## src/rtl/isa_pkg.sv

```systemverilog
// Shared ISA constants: instruction kinds, opcodes, funct codes and field widths.
// The main control decoder imports the same package, so both sides agree on encodings.
package isa_pkg;

  localparam int KIND_W   = 5;
  localparam int OP_W     = 6;
  localparam int REG_W    = 5;
  localparam int SHAMT_W  = 5;
  localparam int FUNCT_W  = 6;
  localparam int IMM_W    = 16;
  localparam int TARGET_W = 26;
  localparam int WORD_W   = 32;

  typedef enum logic [KIND_W-1:0] {
    ADD, SUB, ADDI, ADDFP, MULFP, VADDFP, VMULFP, VSUMFP,
    SW, LW, SWFP, LWFP, VST, VLD, BEQ, BLT, J, VSETFP
  } instr_kind_t;

  typedef enum logic [1:0] {FMT_R, FMT_I, FMT_J} instr_fmt_t;

  localparam logic [OP_W-1:0] OP_RTYPE  = 6'b000000;
  localparam logic [OP_W-1:0] OP_ADDI   = 6'b010000;
  localparam logic [OP_W-1:0] OP_FP     = 6'b000100;
  localparam logic [OP_W-1:0] OP_VFP    = 6'b001100;
  localparam logic [OP_W-1:0] OP_SW     = 6'b010001;
  localparam logic [OP_W-1:0] OP_LW     = 6'b010010;
  localparam logic [OP_W-1:0] OP_SWFP   = 6'b010101;
  localparam logic [OP_W-1:0] OP_LWFP   = 6'b010110;
  localparam logic [OP_W-1:0] OP_VST    = 6'b011101;
  localparam logic [OP_W-1:0] OP_VLD    = 6'b011110;
  localparam logic [OP_W-1:0] OP_BEQ    = 6'b100000;
  localparam logic [OP_W-1:0] OP_BLT    = 6'b100001;
  localparam logic [OP_W-1:0] OP_J      = 6'b100010;
  localparam logic [OP_W-1:0] OP_VSETFP = 6'b111111;

  localparam logic [FUNCT_W-1:0] FN_ADD  = 6'b100000;
  localparam logic [FUNCT_W-1:0] FN_SUB  = 6'b100010;
  localparam logic [FUNCT_W-1:0] FN_FADD = 6'b000001;
  localparam logic [FUNCT_W-1:0] FN_FMUL = 6'b000010;
  localparam logic [FUNCT_W-1:0] FN_VSUM = 6'b000011;

endpackage

```

## src/rtl/instr_encoder_if.sv

```systemverilog
// Request stream and instruction-memory write port of the encoder, bundled for port lists.
interface instr_encoder_if #(parameter int ADDR_W = 8);
  import isa_pkg::*;

  logic                start;
  logic                req_valid;
  logic                req_ready;
  logic [KIND_W-1:0]   req_kind;
  logic [REG_W-1:0]    req_rd;
  logic [REG_W-1:0]    req_rs;
  logic [REG_W-1:0]    req_rt;
  logic [IMM_W-1:0]    req_imm;
  logic [TARGET_W-1:0] req_target;
  logic                req_last;
  logic                imem_we;
  logic [ADDR_W-1:0]   imem_addr;
  logic [WORD_W-1:0]   imem_wdata;
  logic                busy;
  logic                done;
  logic                err;
  logic [ADDR_W:0]     count;

  modport master (
    output start, req_valid, req_kind, req_rd, req_rs, req_rt, req_imm, req_target, req_last,
    input  req_ready, imem_we, imem_addr, imem_wdata, busy, done, err, count
  );

  modport slave (
    input  start, req_valid, req_kind, req_rd, req_rs, req_rt, req_imm, req_target, req_last,
    output req_ready, imem_we, imem_addr, imem_wdata, busy, done, err, count
  );

endinterface

```

## src/rtl/instr_pack.sv

```systemverilog
// Combinational packer: symbolic instruction kind plus fields to a 32-bit word.
// Kinds outside the table report legal=0 and produce an all-zero word.
module instr_pack import isa_pkg::*; (
  input  logic [KIND_W-1:0]   kind,
  input  logic [REG_W-1:0]    rd,
  input  logic [REG_W-1:0]    rs,
  input  logic [REG_W-1:0]    rt,
  input  logic [IMM_W-1:0]    imm,
  input  logic [TARGET_W-1:0] target,
  output logic                legal,
  output logic [WORD_W-1:0]   word
);

  logic [OP_W-1:0]    op;
  logic [FUNCT_W-1:0] funct;
  instr_fmt_t         fmt;

  always_comb begin
    legal = 1'b1;
    op    = OP_RTYPE;
    funct = '0;
    fmt   = FMT_I;
    case (kind)
      ADD:    begin op = OP_RTYPE;  funct = FN_ADD;  fmt = FMT_R; end
      SUB:    begin op = OP_RTYPE;  funct = FN_SUB;  fmt = FMT_R; end
      ADDFP:  begin op = OP_FP;     funct = FN_FADD; fmt = FMT_R; end
      MULFP:  begin op = OP_FP;     funct = FN_FMUL; fmt = FMT_R; end
      VADDFP: begin op = OP_VFP;    funct = FN_FADD; fmt = FMT_R; end
      VMULFP: begin op = OP_VFP;    funct = FN_FMUL; fmt = FMT_R; end
      VSUMFP: begin op = OP_VFP;    funct = FN_VSUM; fmt = FMT_R; end
      ADDI:   op = OP_ADDI;
      SW:     op = OP_SW;
      LW:     op = OP_LW;
      SWFP:   op = OP_SWFP;
      LWFP:   op = OP_LWFP;
      VST:    op = OP_VST;
      VLD:    op = OP_VLD;
      BEQ:    op = OP_BEQ;
      BLT:    op = OP_BLT;
      VSETFP: op = OP_VSETFP;
      J:      begin op = OP_J; fmt = FMT_J; end
      default: legal = 1'b0;
    endcase
  end

  // Branch offsets ride in imm untouched; loads name their destination in rt.
  always_comb begin
    word = '0;
    if (legal) begin
      case (fmt)
        FMT_R:   word = {op, rs, rt, rd, {SHAMT_W{1'b0}}, funct};
        FMT_I:   word = {op, rs, rt, imm};
        default: word = {op, target};
      endcase
    end
  end

endmodule

```

## src/rtl/instr_encoder.sv

```systemverilog
// Sequential program loader: accepts instruction requests, packs them and writes
// consecutive instruction-memory words, one per cycle at full throughput.
module instr_encoder import isa_pkg::*; #(
  parameter int DEPTH  = 256,
  parameter int ADDR_W = $clog2(DEPTH)
) (
  input  logic            clk,
  input  logic            reset,
  instr_encoder_if.slave  bus
);

  typedef enum logic [1:0] {IDLE, LOAD, DONE} state_t;

  localparam logic [ADDR_W:0] DEPTH_C = (ADDR_W+1)'(DEPTH);

  state_t              state;
  state_t              state_next;
  logic [ADDR_W-1:0]   wr_ptr;
  logic [ADDR_W:0]     count_q;
  logic                we_q;
  logic [ADDR_W-1:0]   addr_q;
  logic [WORD_W-1:0]   wdata_q;
  logic                err_q;
  logic                legal;
  logic [WORD_W-1:0]   word;
  logic                full;
  logic                accept;
  logic                overflow;
  logic                restart;

  instr_pack u_pack (
    .kind   (bus.req_kind),
    .rd     (bus.req_rd),
    .rs     (bus.req_rs),
    .rt     (bus.req_rt),
    .imm    (bus.req_imm),
    .target (bus.req_target),
    .legal  (legal),
    .word   (word)
  );

  // count moves on the accepting edge, so ready already reflects the word in flight.
  assign full     = (count_q == DEPTH_C);
  assign accept   = bus.req_valid && bus.req_ready;
  assign overflow = (state == LOAD) && bus.req_valid && full;
  assign restart  = (state != LOAD) && bus.start;

  always_ff @(posedge clk) begin
    if (reset) state <= IDLE;
    else       state <= state_next;
  end

  always_comb begin
    state_next = state;
    case (state)
      IDLE:    if (bus.start) state_next = LOAD;
      LOAD:    if ((accept && bus.req_last) || overflow) state_next = DONE;
      DONE:    if (bus.start) state_next = LOAD;
      default: state_next = IDLE;
    endcase
  end

  always_ff @(posedge clk) begin
    if (reset) begin
      wr_ptr  <= '0;
      count_q <= '0;
      we_q    <= 1'b0;
      addr_q  <= '0;
      wdata_q <= '0;
      err_q   <= 1'b0;
    end else begin
      we_q <= 1'b0;
      if (restart) begin
        wr_ptr  <= '0;
        count_q <= '0;
        err_q   <= 1'b0;
      end
      if (overflow) err_q <= 1'b1;
      if (accept) begin
        if (legal) begin
          we_q    <= 1'b1;
          addr_q  <= wr_ptr;
          wdata_q <= word;
          wr_ptr  <= wr_ptr + 1'b1;
          count_q <= count_q + 1'b1;
        end else begin
          err_q <= 1'b1;
        end
      end
    end
  end

  assign bus.req_ready  = (state == LOAD) && !full;
  assign bus.imem_we    = we_q;
  assign bus.imem_addr  = addr_q;
  assign bus.imem_wdata = wdata_q;
  assign bus.busy       = (state == LOAD);
  assign bus.done       = (state == DONE);
  assign bus.err        = err_q;
  assign bus.count      = count_q;

endmodule

```

## src/flat_wrapper.sv

```systemverilog
// flat-port wrapper written by rule: the top's interface ports become plain ports
module instr_encoder_flat import isa_pkg::*;
#(
  parameter int DEPTH  = 256,
  parameter int ADDR_W = $clog2(DEPTH)
)
  (clk, reset, bus_start, bus_req_valid, bus_req_kind, bus_req_rd, bus_req_rs, bus_req_rt, bus_req_imm, bus_req_target, bus_req_last, bus_req_ready, bus_imem_we, bus_imem_addr, bus_imem_wdata, bus_busy, bus_done, bus_err, bus_count);
  instr_encoder_if #(.ADDR_W(ADDR_W)) bus_i ();
  input  logic clk;
  input  logic reset;
  input wire logic [$bits(bus_i.start)-1:0] bus_start;
  input wire logic [$bits(bus_i.req_valid)-1:0] bus_req_valid;
  input wire logic [$bits(bus_i.req_kind)-1:0] bus_req_kind;
  input wire logic [$bits(bus_i.req_rd)-1:0] bus_req_rd;
  input wire logic [$bits(bus_i.req_rs)-1:0] bus_req_rs;
  input wire logic [$bits(bus_i.req_rt)-1:0] bus_req_rt;
  input wire logic [$bits(bus_i.req_imm)-1:0] bus_req_imm;
  input wire logic [$bits(bus_i.req_target)-1:0] bus_req_target;
  input wire logic [$bits(bus_i.req_last)-1:0] bus_req_last;
  output wire logic [$bits(bus_i.req_ready)-1:0] bus_req_ready;
  output wire logic [$bits(bus_i.imem_we)-1:0] bus_imem_we;
  output wire logic [$bits(bus_i.imem_addr)-1:0] bus_imem_addr;
  output wire logic [$bits(bus_i.imem_wdata)-1:0] bus_imem_wdata;
  output wire logic [$bits(bus_i.busy)-1:0] bus_busy;
  output wire logic [$bits(bus_i.done)-1:0] bus_done;
  output wire logic [$bits(bus_i.err)-1:0] bus_err;
  output wire logic [$bits(bus_i.count)-1:0] bus_count;
  assign bus_i.start = bus_start;
  assign bus_i.req_valid = bus_req_valid;
  assign bus_i.req_kind = bus_req_kind;
  assign bus_i.req_rd = bus_req_rd;
  assign bus_i.req_rs = bus_req_rs;
  assign bus_i.req_rt = bus_req_rt;
  assign bus_i.req_imm = bus_req_imm;
  assign bus_i.req_target = bus_req_target;
  assign bus_i.req_last = bus_req_last;
  assign bus_req_ready = bus_i.req_ready;
  assign bus_imem_we = bus_i.imem_we;
  assign bus_imem_addr = bus_i.imem_addr;
  assign bus_imem_wdata = bus_i.imem_wdata;
  assign bus_busy = bus_i.busy;
  assign bus_done = bus_i.done;
  assign bus_err = bus_i.err;
  assign bus_count = bus_i.count;
  instr_encoder #(.DEPTH(DEPTH), .ADDR_W(ADDR_W)) u_core (.clk(clk), .reset(reset), .bus(bus_i));
endmodule
```

## config.mk

```make
export PLATFORM = sky130hd
export DESIGN_NAME = instr_encoder_flat
export DESIGN_NICKNAME = d
export VERILOG_FILES = /design/src/rtl/isa_pkg.sv /design/src/rtl/instr_encoder_if.sv /design/src/rtl/instr_pack.sv /design/src/rtl/instr_encoder.sv /design/src/flat_wrapper.sv
export SDC_FILE = /design/constraint.sdc
export NUM_CORES = 1
export LEC_CHECK = 0
export BUFFER_PORTS_ARGS = -buffer_cell sky130_fd_sc_hd__clkbuf_2
export CORE_MARGIN = 5
export CORE_UTILIZATION = 43
export CTS_CLUSTER_SIZE = 24
export DETAILED_ROUTE_END_ITERATION = 8
export PLACE_DENSITY_LB_ADDON = 0.12
export SLEW_MARGIN = 5
export SYNTH_ARGS = -nofsm -noshare
export SYNTH_HDL_FRONTEND = slang
export SYNTH_SLANG_ARGS = --single-unit
export TNS_END_PERCENT = 1
```

## constraint.sdc

```tcl
create_clock -name clk -period 1.8 [get_ports clk]
set_input_delay 0.27 -clock clk [delete_from_list [all_inputs] [get_ports clk]]
set_output_delay 0.27 -clock clk [all_outputs]
set_load 0.02 [all_outputs]
```

# Word level (Yosys, flattened, before mapping)
# Index checks and enable logic that the tools add are counted.
[totals]
regBits = 61
in_bits = 67
output_inout_bits = 54
wordCells = 74
[op_classes]
n_addsub = 2
n_eq_ne = 24
muxes = 19
bitwise_logic = 1
reduce_logical = 21
[op_table]
columns = ["op", "count"]
rows = [
  ["$pmux W6 S13", 1],
  ["$pmux W26 S2", 1],
  ["$eq A5 B4 Y1 const B", 8],
  ["$pmux W6 S5", 1],
  ["$mux W9", 3],
  ["$mux W8", 3],
  ["$eq A5 B3 Y1 const B", 4],
  ["$reduce_or A18 Y1", 1],
  ["$eq A5 B2 Y1 const B", 2],
  ["$eq A5 B5 Y1 const B", 2],
  ["$reduce_or A2 Y1", 5],
  ["$add A9 B1 Y9 const B", 1],
  ["$eq A9 B9 Y1 const B", 1],
  ["$add A8 B1 Y8 const B", 1],
  ["$pmux W2 S2", 2],
  ["$reduce_or A7 Y1", 1],
  ["$logic_and A1 B1 Y1", 6],
  ["$mux W1", 6],
  ["$ne A2 B1 Y1 const B", 3],
  ["$eq A5 B1 Y1 const B", 1],
  ["$logic_not A5 Y1", 1],
  ["$eq A2 B1 Y1 const B", 2],
  ["$logic_not A2 Y1", 2],
  ["$mux W2", 2],
  ["other kinds (6)", 7],
]

# Depth between registers and ports, before layout
# Gate-level depths: netlist of the first run.
[depth]
depth_word = 8
mapped_depth = 8
mapped_depth_nobuf = 7

# Modules after synthesis
# From an unflattened synthesis of the first run, not the netlist that was laid out.
[unflattened]
cells_unflattened = 414
area_unflattened_um2 = 3099.2
[by_module_without_submodules]
columns = ["mod", "instances", "cells_each", "area_per_inst_um2", "seq_area_each_um2"]
rows = [
  ["instr_encoder", 1, 297, 2432.3, 1221.2],
  ["instr_pack", 1, 117, 666.9, 0.0],
]

# Least setup slack after synthesis of the first run
# OpenSTA, ideal clock, no wires.
[synth_path]
path_type = "register -> register"
start = "register u_core.count_q[0], in the netlist u_core.bus.count[0]"
end = "register u_core.wdata_q[10], in the netlist u_core.bus.imem_wdata[10]"
setup_ns = 0.132
arrival_ns = 1.861
required_ns = 1.668
slack_ns = -0.193
path_stages_with_launch = 9
path_buffers = 2
synth_period_minus_slack_ns = 1.993
cell_sequence = "dfxtp_1 -> inv_1 -> ha_1 -> and4bb_2 -> a211o_1 -> buf_2 -> buf_2 -> a221oi_1 -> nor3_1"
[synth_between]
elab_chain_cells = 5
[synth_rtl]
columns = ["element", "line_no", "rtl"]
rows = [
  ["from (decl)", "instr_encoder.sv:19", "logic [ADDR_W:0] count_q;"],
  ["from (signal assigned)", "instr_encoder.sv:85", "count_q <= count_q + 1'b1;"],
  ["$eq A9 B9 Y1", "instr_encoder.sv:43", "assign full = (count_q == DEPTH_C);"],
  ["$logic_not A1 Y1", "instr_encoder.sv:93", "assign bus.req_ready = (state == LOAD) && !full;"],
  ["$logic_and A1 B1 Y1", "instr_encoder.sv:93", ""],
  ["$logic_and A1 B1 Y1", "instr_encoder.sv:44", "assign accept = bus.req_valid && bus.req_ready;"],
  ["$reduce_and A2 Y1 (no source line)", "-", ""],
  ["to (signal assigned)", "instr_encoder.sv:83", "wdata_q <= word;"],
  ["to (decl)", "instr_encoder.sv:22", "logic [WORD_W-1:0] wdata_q;"],
]
# Every way passes these cells.
# A chain may end at the register's enable or synchronous reset.

# Worst setup path in the final report of the first run
[layout_path]
start = "register u_core.count_q[0], in the netlist u_core.bus.count[0]"
end = "register u_core.addr_q[2], in the netlist u_core.bus.imem_addr[2]"
[layout_between]
elab_chain_cells = 5
[layout_rtl]
columns = ["element", "line_no", "rtl"]
rows = [
  ["$eq A9 B9 Y1", "instr_encoder.sv:43", ""],
  ["$logic_not A1 Y1", "instr_encoder.sv:93", ""],
  ["$logic_and A1 B1 Y1", "instr_encoder.sv:93", ""],
  ["$logic_and A1 B1 Y1", "instr_encoder.sv:44", ""],
  ["$reduce_and A2 Y1 (no source line)", "-", ""],
  ["to (signal assigned)", "instr_encoder.sv:82", "addr_q <= wr_ptr;"],
  ["to (decl)", "instr_encoder.sv:21", "logic [ADDR_W-1:0] addr_q;"],
]
# Every way passes these cells.

==> impl_metrics.sql, run 1 <==
INSERT INTO impl_metrics (metric_group, metric, value, unit) VALUES
('pwr', 'vdd_ir_drop_max', '0.3902', 'mV'),
('place', 'place.detailed.hpwl', '5.963', 'mm'),
('synthesis', 'synth_edf_count', '0', ''),
('layout', 'area_delta_synth_final', '45.21', '%'),
('global_routing', 'maximum_number_of_pins_on_one_net_before_global_route_repair', '44', ''),
('clock_network', 'cts_max_level', '3', ''),
('routing', 'finalWirelength', '8.662', 'mm'),
('floorplan', 'num_rows', '30', ''),
('floorplan', 'core_region_area', '0.006719', 'mm2'),
('clock_network', 'cts.clk_slew.worst_paths', '0.08', 'ns'),
('place', 'place_ws', '-0.03250', 'ns'),
('routing', 'dr_total_vias', '3175', ''),
('floorplan', 'floorplan.io_pins', '121', ''),
('routing', 'drt_first_iter_violations', '85', ''),
('setup_path', 'timing.critical_path.buf_inv', '5', ''),
('setup_path', 'reg2regPathDepth', '10', ''),
('layout', 'num-nets-final', '568', ''),
('clock_network', 'worstSkewPairLatency', '0.34', 'ns'),
('synthesis', 'synthesis.nets', '423', ''),
('sta', 'rsz0062_at_grt', 'yes', ''),
('routing', 'drt_first_pass_iters', '5', ''),
('setup_path', 'worst_ep_arrival_time', '2.16', 'ns'),
('pwr', 'power_frac_clock', '0.406', ''),
('synthesis', 'synth.ff_latch_count', '61', ''),
('setup_path', 'timing.critical_path.required', '2.07', 'ns'),
('clock_network', 'clockBufferDepth', '2', ''),
('run', 'cap_viol_max_count', '0', ''),
('run_status', 'outcome', 'complete, but fails checks', ''),
('setup_path', 'chain_of_cells_forming_the_critical_path', 'inv_2 > ha_4 > and4bb_2 > buf_6 > a211oi_4 > buf_6 > buf_6 > clkbuf_16 > nand2_4 > a21oi_2', ''),
('setup_path', 'reg2reg_to', 'u_core.bus.imem_addr[2]', ''),
('setup_path', 'worst_path_largest_cell_delay', '0.35', 'ns'),
('sta', 'fin_skew', '0.007959', 'ns'),
('pwr', 'p_seq_frac', '0.447', ''),
('global_routing', 'first_pass_grt_wire_length', '13.10', 'mm'),
('sta', 'layout_setup_ws', '-0.08652', 'ns'),
('worst_hold_path', 'min_delay_worst_endpoint', 'u_core.bus.imem_wdata[24]', ''),
('pwr', 'power.combinational.fraction', '0.147', ''),
('setup_path', 'crit_path_frequent_cell', 'sky130_fd_sc_hd__buf_6', ''),
('floorplan', 'initial_core_util', '0.4350', ''),
('layout', 'antenna_cell_count', '0', ''),
('setup_path', 'timing.critical_path.from_type', 'register', ''),
('pwr', 'cell_leakage_power', '1.981', 'nW'),
('run_status', 'violations', 'negative setup slack', ''),
('sta', 'max_clock_freq', '530.1', 'MHz'),
('worst_hold_path', 'worstHoldPathType', 'input port to register', ''),
('synthesis', 'avg_synthesized_cell_area', '8.280', 'um2'),
('routing', 'post_drt_via_cell_ratio', '5.446', ''),
('pwr', 'power_density_normalized_to_cell_area', '741.5', 'mW/mm2'),
('worst_hold_path', 'whs_path_depth', '3', ''),
('synthesis', 'netlist-cell-type-count', '52', ''),
('sta', 'fin_tns_setup', '-1.156', 'ns'),
('clock_network', 'cts_buffers', '9', ''),
('place', 'place_congestion', '0.8373', ''),
('synthesis', 'seq_area_frac_synth', '0.4178', ''),
('clock_network', 'tritoncts', 'done', ''),
('sta', 'final-setup-viol-count', '22', ''),
('layout', 'post_route_cells_drive_above_1_share', '0.4195', ''),
('clock_network', 'clock_sinks', '61', ''),
('synthesis', 'syn-instance-count', '353', ''),
('sta', 'final-max-slew-violation-count', '0', ''),
('sta', 'tightest_slew', '0.4388', 'ns'),
('sta', 'timing.final.crit_period', '1.887', 'ns'),
('pwr', 'power.share.switching', '0.2675', ''),
('pwr', 'power_report.internal_total', '2.305', 'mW'),
('sta', 'timing.final.hold_violations', '0', ''),
('layout', 'final.fill_count', '603', ''),
('routing', 'drt-wirelength-per-cell', '14.86', 'um'),
('place', 'portBuffers', '120', ''),
('floorplan', 'die-width', '92.45', 'um'),
('global_routing', 'grt_pass1_vias', '2815', ''),
('worst_hold_path', 'timing.hold.worst.start', 'bus_req_rs[3]', '');
metal layers:
metal | GRT usage | vias to the layer above | routed length, um
li1 | - | 1584 | -
met1 | 0.2501 | 1485 | 3875
met2 | 0.2918 | 97 | 4066
met3 | 0.04874 | 9 | 625
met4 | 0.07054 | 0 | 95
met5 | 0 | - | 0
area by class of cell:
class | count | area share
timing repair buffer | 163 | 0.2403
multi-input combinational | 253 | 0.3880
clock inverter | 5 | 0.01356
sequential | 61 | 0.2895
tap | 80 | 0.02358
inverter | 10 | 0.009434
clock buffer | 11 | 0.03567
cells in the mapped netlist (3+ instances only):
master / number / area [um2]
sky130_fd_sc_hd__a2bb2oi_1: 5 / 43.79
sky130_fd_sc_hd__mux2i_1: 4 / 40.04
sky130_fd_sc_hd__a21oi_1: 32 / 160.2
sky130_fd_sc_hd__nor4_1: 3 / 18.77
sky130_fd_sc_hd__a221oi_1: 8 / 70.07
sky130_fd_sc_hd__a211o_1: 7 / 61.31
sky130_fd_sc_hd__o21ai_0: 14 / 70.07
sky130_fd_sc_hd__nand2b_1: 6 / 37.54
sky130_fd_sc_hd__a222oi_1: 5 / 50.05
sky130_fd_sc_hd__nand3_1: 12 / 60.06
sky130_fd_sc_hd__ha_1: 3 / 37.54
sky130_fd_sc_hd__dfxtp_1: 61 / 1221
sky130_fd_sc_hd__nand2_1: 48 / 180.2
sky130_fd_sc_hd__a311oi_1: 10 / 87.58
sky130_fd_sc_hd__xnor2_1: 3 / 26.28
sky130_fd_sc_hd__nor2_1: 30 / 112.6
sky130_fd_sc_hd__inv_1: 9 / 33.78
sky130_fd_sc_hd__and3_1: 8 / 50.05
sky130_fd_sc_hd__clkbuf_1: 9 / 33.78
sky130_fd_sc_hd__nor3_1: 19 / 95.09
sky130_fd_sc_hd__buf_2: 15 / 75.07
flip-flops by register name, summed over array words and instances (netlist names):
signal / count
u_core.state: 2
u_core.wr_ptr: 8
u_core.bus.imem_wdata: 32
u_core.bus.count: 9
u_core.bus.imem_we: 1
u_core.bus.imem_addr: 8
u_core.bus.err: 1
worst max-delay path by stage:
stage | endpoint | startpoint | cells past startpoint
after floorplan | u_core.bus.count[8] | u_core.bus.count[1] | 7
after global placement | u_core.bus.imem_wdata[0] | u_core.bus.count[1] | 8
after detailed placement | u_core.bus.imem_wdata[20] | u_core.bus.count[1] | 8
after CTS | bus_req_ready | u_core.bus.count[0] | 6
after global routing | u_core.bus.imem_wdata[16] | u_core.bus.count[0] | 9
final | u_core.bus.imem_addr[2] | u_core.bus.count[0] | 10
worst reg2reg max path, stage by stage (launching register included):
cell and delay [ns]:
sky130_fd_sc_hd__dfxtp_4 0.35, sky130_fd_sc_hd__inv_2 0.04, sky130_fd_sc_hd__ha_4 0.14, sky130_fd_sc_hd__and4bb_2 0.25, sky130_fd_sc_hd__buf_6 0.14, sky130_fd_sc_hd__a211oi_4 0.30
sky130_fd_sc_hd__buf_6 0.15, sky130_fd_sc_hd__buf_6 0.12, sky130_fd_sc_hd__clkbuf_16 0.16, sky130_fd_sc_hd__nand2_4 0.05, sky130_fd_sc_hd__a21oi_2 0.13
what timing repair did:
action | CTS | global route
cloned | 0 | 4
gates resized for setup | 6 | 29
hold endpoints to repair | 0 | 0
pin swaps | 11 | 17
endpoints found under the setup margin | 15 | 40
buffers inserted | 0 | 3
power by group through the flow:
| stage | Clock (mW) | Combinational (mW) | Sequential (mW) |
|---|---|---|---|
| final | 1.28 | 0.463 | 1.41 |
| after global routing | 1.36 | 0.504 | 1.41 |
| after CTS | 1.30 | 0.433 | 1.41 |
| after detailed placement | 0 | 0.426 | 1.44 |
| after global placement | 0 | 0.423 | 1.44 |
| after floorplan | 0 | 0.199 | 1.48 |
kinds of logic after synthesis:
logic type	count (synthesis)	synth area share
simple gates	140	0.2312
compound gates	103	0.2526
flops	61	0.4178
buf+inv	39	0.06293
mux	4	0.01370
xor+xnor	3	0.008991
fa+ha+maj	3	0.01284
cells in the final DEF (no fill, tap or decap), drive strengths merged, types with 2 or more instances in the layout:
master	netlist	final
nand2b	6	6
a22o	2	2
and3	8	8
xnor2	3	3
nor3	19	19
a222oi	5	5
ha	3	3
clkbuf	9	132
a21oi	32	32
nor2b	2	2
a211oi	3	3
clkinv	0	2
inv	10	11
o21ai	14	14
o311a	2	2
o221ai	2	2
nand3	12	12
mux2i	4	4
a2bb2oi	5	5
dfxtp	61	61
and2	2	2
nand3b	2	2
buf	20	42
nor2	30	30
a211o	7	7
nand2	48	48
nor4	4	4
a221oi	8	8
o21a	2	2
a311oi	10	10
a221o	2	2
stage by stage:
stage / power, mW / area (um2) / std cells / hold WS, ns / util
2_1_floorplan: 1.676 / 2944 / 353 / 0.4188 / -
3_3_place_gp: 1.859 / 3796 / 560 / 0.4446 / 0.5650
3_5_place_dp: 1.862 / 3796 / 560 / 0.4503 / 0.5650
4_1_cts: 3.138 / 4030 / 576 / 0.1605 / 0.5998
5_1_grt: 3.275 / 4244 / 583 / 0.1698 / 0.6317
6_report: 3.147 / 4244 / 583 / 0.1685 / 0.6317
No activity file was read; power rests on OpenSTA's default activity.
==> inputs of run 2 (changes only) <==
Settings changed: CELL_PAD_IN_SITES_DETAIL_PLACEMENT from default to 1, CELL_PAD_IN_SITES_GLOBAL_PLACEMENT from default to 1, CORE_UTILIZATION 43 to 31, CTS_CLUSTER_SIZE 24 to default.
==> impl_metrics.sql, run 2 (synthesis results as in run 1) <==
INSERT INTO impl_metrics (metric_group, metric, value, unit) VALUES
('routing', 'dr_total_vias', '3213', ''),
('sta', 'final-setup-viol-count', '3', ''),
('sta', 'timing.final.hold_violations', '0', ''),
('setup_path', 'crit_path_frequent_cell', 'sky130_fd_sc_hd__buf_6', ''),
('place', 'place.detailed.hpwl', '7.269', 'mm'),
('clock_network', 'clock_sinks', '61', ''),
('sta', 'rsz0062_at_grt', 'yes', ''),
('global_routing', 'gr-total-overflow', '0', ''),
('layout', 'layout.cells.non_filler', '611', ''),
('setup_path', 'timing_worst_setup_path_type', 'register to register', ''),
('layout', 'most_common_cell_after_layout_fill_and_taps_aside', 'sky130_fd_sc_hd__clkbuf_2', ''),
('sta', 'timing.final.crit_period', '1.830', 'ns'),
('floorplan', 'core_region_area', '0.009196', 'mm2'),
('setup_path', 'critical_path_peak_fanout', '6', ''),
('floorplan', 'die-width', '107.1', 'um'),
('place', 'dpl.cell_count', '592', ''),
('floorplan', 'num_rows', '35', ''),
('floorplan', 'fp.dieArea', '0.01147', 'mm2'),
('setup_path', 'chain_of_cells_forming_the_critical_path', 'inv_2 > ha_2 > and4bb_2 > buf_6 > a211oi_4 > buf_6 > buf_12 > nor2_2 > a311oi_2', ''),
('sta', 'max_clock_freq', '546.5', 'MHz'),
('setup_path', 'critPathSlowestCell', 'sky130_fd_sc_hd__dfxtp_4', ''),
('setup_path', 'critPathCaptureType', 'register', ''),
('place', 'portBuffers', '120', ''),
('worst_hold_path', 'timing.hold.worst.start', 'bus_req_target[19]', ''),
('clock_network', 'clockBufferDepth', '2', ''),
('layout', 'final_core_utilization', '0.4605', ''),
('layout', 'post_route_cells_drive_above_1_share', '0.4060', ''),
('run_status', 'outcome', 'complete, but fails checks', ''),
('floorplan', 'die_height', '107.1', 'um'),
('sta', 'min_period_over_period', '1.016', ''),
('sta', 'layout_setup_ws', '-0.02967', 'ns'),
('floorplan', 'floorplan.io_pins', '121', ''),
('clock_network', 'hold_buffers', '0', ''),
('global_routing', 'antenna_found_initial', '0', ''),
('setup_path', 'timing.critical_path.buf_inv', '4', ''),
('setup_path', 'cp-startpoint', 'u_core.bus.count[1]', ''),
('clock_network', 'cts_buffers', '9', ''),
('layout', 'area_delta_synth_final', '44.91', '%'),
('setup_path', 'r2r_start', 'u_core.bus.count[1]', ''),
('place', 'place_congestion', '0.8446', ''),
('clock_network', 'worstSkewPairLatency', '0.33', 'ns'),
('clock_network', 'cts_max_level', '3', ''),
('run_status', 'violations', 'negative setup slack', ''),
('setup_path', 'cp_delay_by_family_top', 'buffers and inverters', ''),
('routing', 'drt-wirelength-per-cell', '16.40', 'um'),
('pwr', 'cell_leakage_power', '1.933', 'nW'),
('routing', 'drc', '0', ''),
('sta', 'fin_skew', '0.006523', 'ns'),
('sta', 'final-max-slew-violation-count', '0', ''),
('pwr', 'power_density_normalized_to_cell_area', '718.4', 'mW/mm2'),
('layout', 'largest_register_ffs', '32', ''),
('global_routing', 'global_route_usage_sum', '0.1757', ''),
('layout', 'num-nets-final', '567', ''),
('layout', 'antenna_cell_count', '0', ''),
('clock_network', 'cts.clk_slew.worst_paths', '0.07', 'ns'),
('setup_path', 'timing.critical_path.from_type', 'register', ''),
('run', 'cap_viol_max_count', '0', ''),
('routing', 'post_drt_via_cell_ratio', '5.259', ''),
('routing', 'drt_first_pass_iters', '5', ''),
('pwr', 'vdd_ir_drop_max', '0.2523', 'mV'),
('routing', 'ant_nets', '0', ''),
('setup_path', 'timing.critical_path.required', '2.03', 'ns'),
('routing', 'drt_first_iter_violations', '100', ''),
('worst_hold_path', 'worstHoldPathType', 'input port to register', ''),
('clock_network', 'tritoncts', 'done', ''),
('layout', 'layout.cells.most_common_list', 'sky130_fd_sc_hd__clkbuf_2, sky130_fd_sc_hd__dfxtp_1, sky130_fd_sc_hd__nand2_1', ''),
('setup_path', 'worst_path_largest_cell_delay', '0.35', 'ns'),
('global_routing', 'grt_pass1_vias', '3357', ''),
('global_routing', 'maximum_number_of_pins_on_one_net_before_global_route_repair', '36', ''),
('routing', 'finalWirelength', '10.02', 'mm'),
('clock_network', 'ctsRootBufferMaster', 'sky130_fd_sc_hd__clkbuf_8', ''),
('setup_path', 'worst_ep_arrival_time', '2.06', 'ns'),
('floorplan', 'initial_core_util', '0.3178', ''),
('global_routing', 'first_pass_grt_wire_length', '16.28', 'mm'),
('sta', 'slew_headroom', '0.6251', ''),
('sta', 'tightest_slew', '0.5572', 'ns');
-- run 2: cell count changes in the layout (fill, tap and decap cells not counted), sizes merged --
| cell | before | now |
|---|---|---|
| clkinv | 2 | 1 |
| clkinvlp | 1 | 0 |
| inv | 11 | 10 |
| buf | 42 | 41 |
| clkbuf | 132 | 134 |
| bufinv | 1 | 0 |
-- run 2: layer usage --
layer | vias up | part of all wire | GRT usage | wire length (um)
met1 | 1552 | 0.43 | 0.2086 | 4287
li1 | 1581 | - | - | -
met5 | - | 0 | 0 | 0
met3 | 18 | 0.033 | 0.03191 | 328
met4 | 0 | 0.023 | 0.07397 | 232
met2 | 62 | 0.52 | 0.3088 | 5173
-- run 2: area by class of cell --
type	instances	area, um2
timing repair buffer	162	1032
clock inverter	1	5.005
fill	1135	4961
multi-input combinational	253	1612
tap	111	138.9
sequential	61	1229
clock buffer	13	178.9
inverter	10	40.04
-- run 2: report_power, final --
| part | switching [mW] | leakage, nW | internal, mW |
|---|---|---|---|
| Combinational | 0.266 | 1.34 | 0.208 |
| Clock | 0.527 | 0.0974 | 0.634 |
| Sequential | 0.0220 | 0.496 | 1.39 |
-- run 2: worst paths after layout --
path / end / slack (ns) / depth (start not counted)
max: u_core.bus.imem_wdata[21] / -0.03 / 9
min reg2reg: u_core.bus.imem_addr[5] / 0.45 / 2
max reg2reg: u_core.bus.imem_wdata[21] / -0.03 / 9
min: u_core.bus.imem_wdata[19] / 0.18 / 3
-- run 2: through the flow --
stage / setup slack, ns / TNS, ns / hold slack (ns) / power, mW / instance area, um2
after floorplan: -0.01759 / -0.02079 / 0.4188 / 1.676 / 2944
after global placement: -0.1371 / -2.128 / 0.4407 / 1.864 / 3842
after detailed placement: -0.2640 / -3.937 / 0.4479 / 1.872 / 3842
after global routing: -0.1017 / -1.677 / 0.1772 / 3.198 / 4235
after CTS: -0.05910 / -0.6260 / 0.1648 / 3.084 / 4151
final: -0.02967 / -0.05421 / 0.1844 / 3.043 / 4235
-- run 2: worst reg2reg max path, cell delays in order (launching register included) --
cell and delay [ns]:
sky130_fd_sc_hd__dfxtp_4 0.35, sky130_fd_sc_hd__inv_2 0.03, sky130_fd_sc_hd__ha_2 0.15, sky130_fd_sc_hd__and4bb_2 0.26, sky130_fd_sc_hd__buf_6 0.13, sky130_fd_sc_hd__a211oi_4 0.23
sky130_fd_sc_hd__buf_6 0.19, sky130_fd_sc_hd__buf_12 0.13, sky130_fd_sc_hd__nor2_2 0.04, sky130_fd_sc_hd__a311oi_2 0.24
-- run 2: what timing repair did --
item,4_1_cts,5_1_grt
hold endpoints to repair,0,0
pin swaps,4,22
endpoints found under the setup margin,30,54
setup buffers,2,1
gates cloned,2,1
resized for setup,16,21
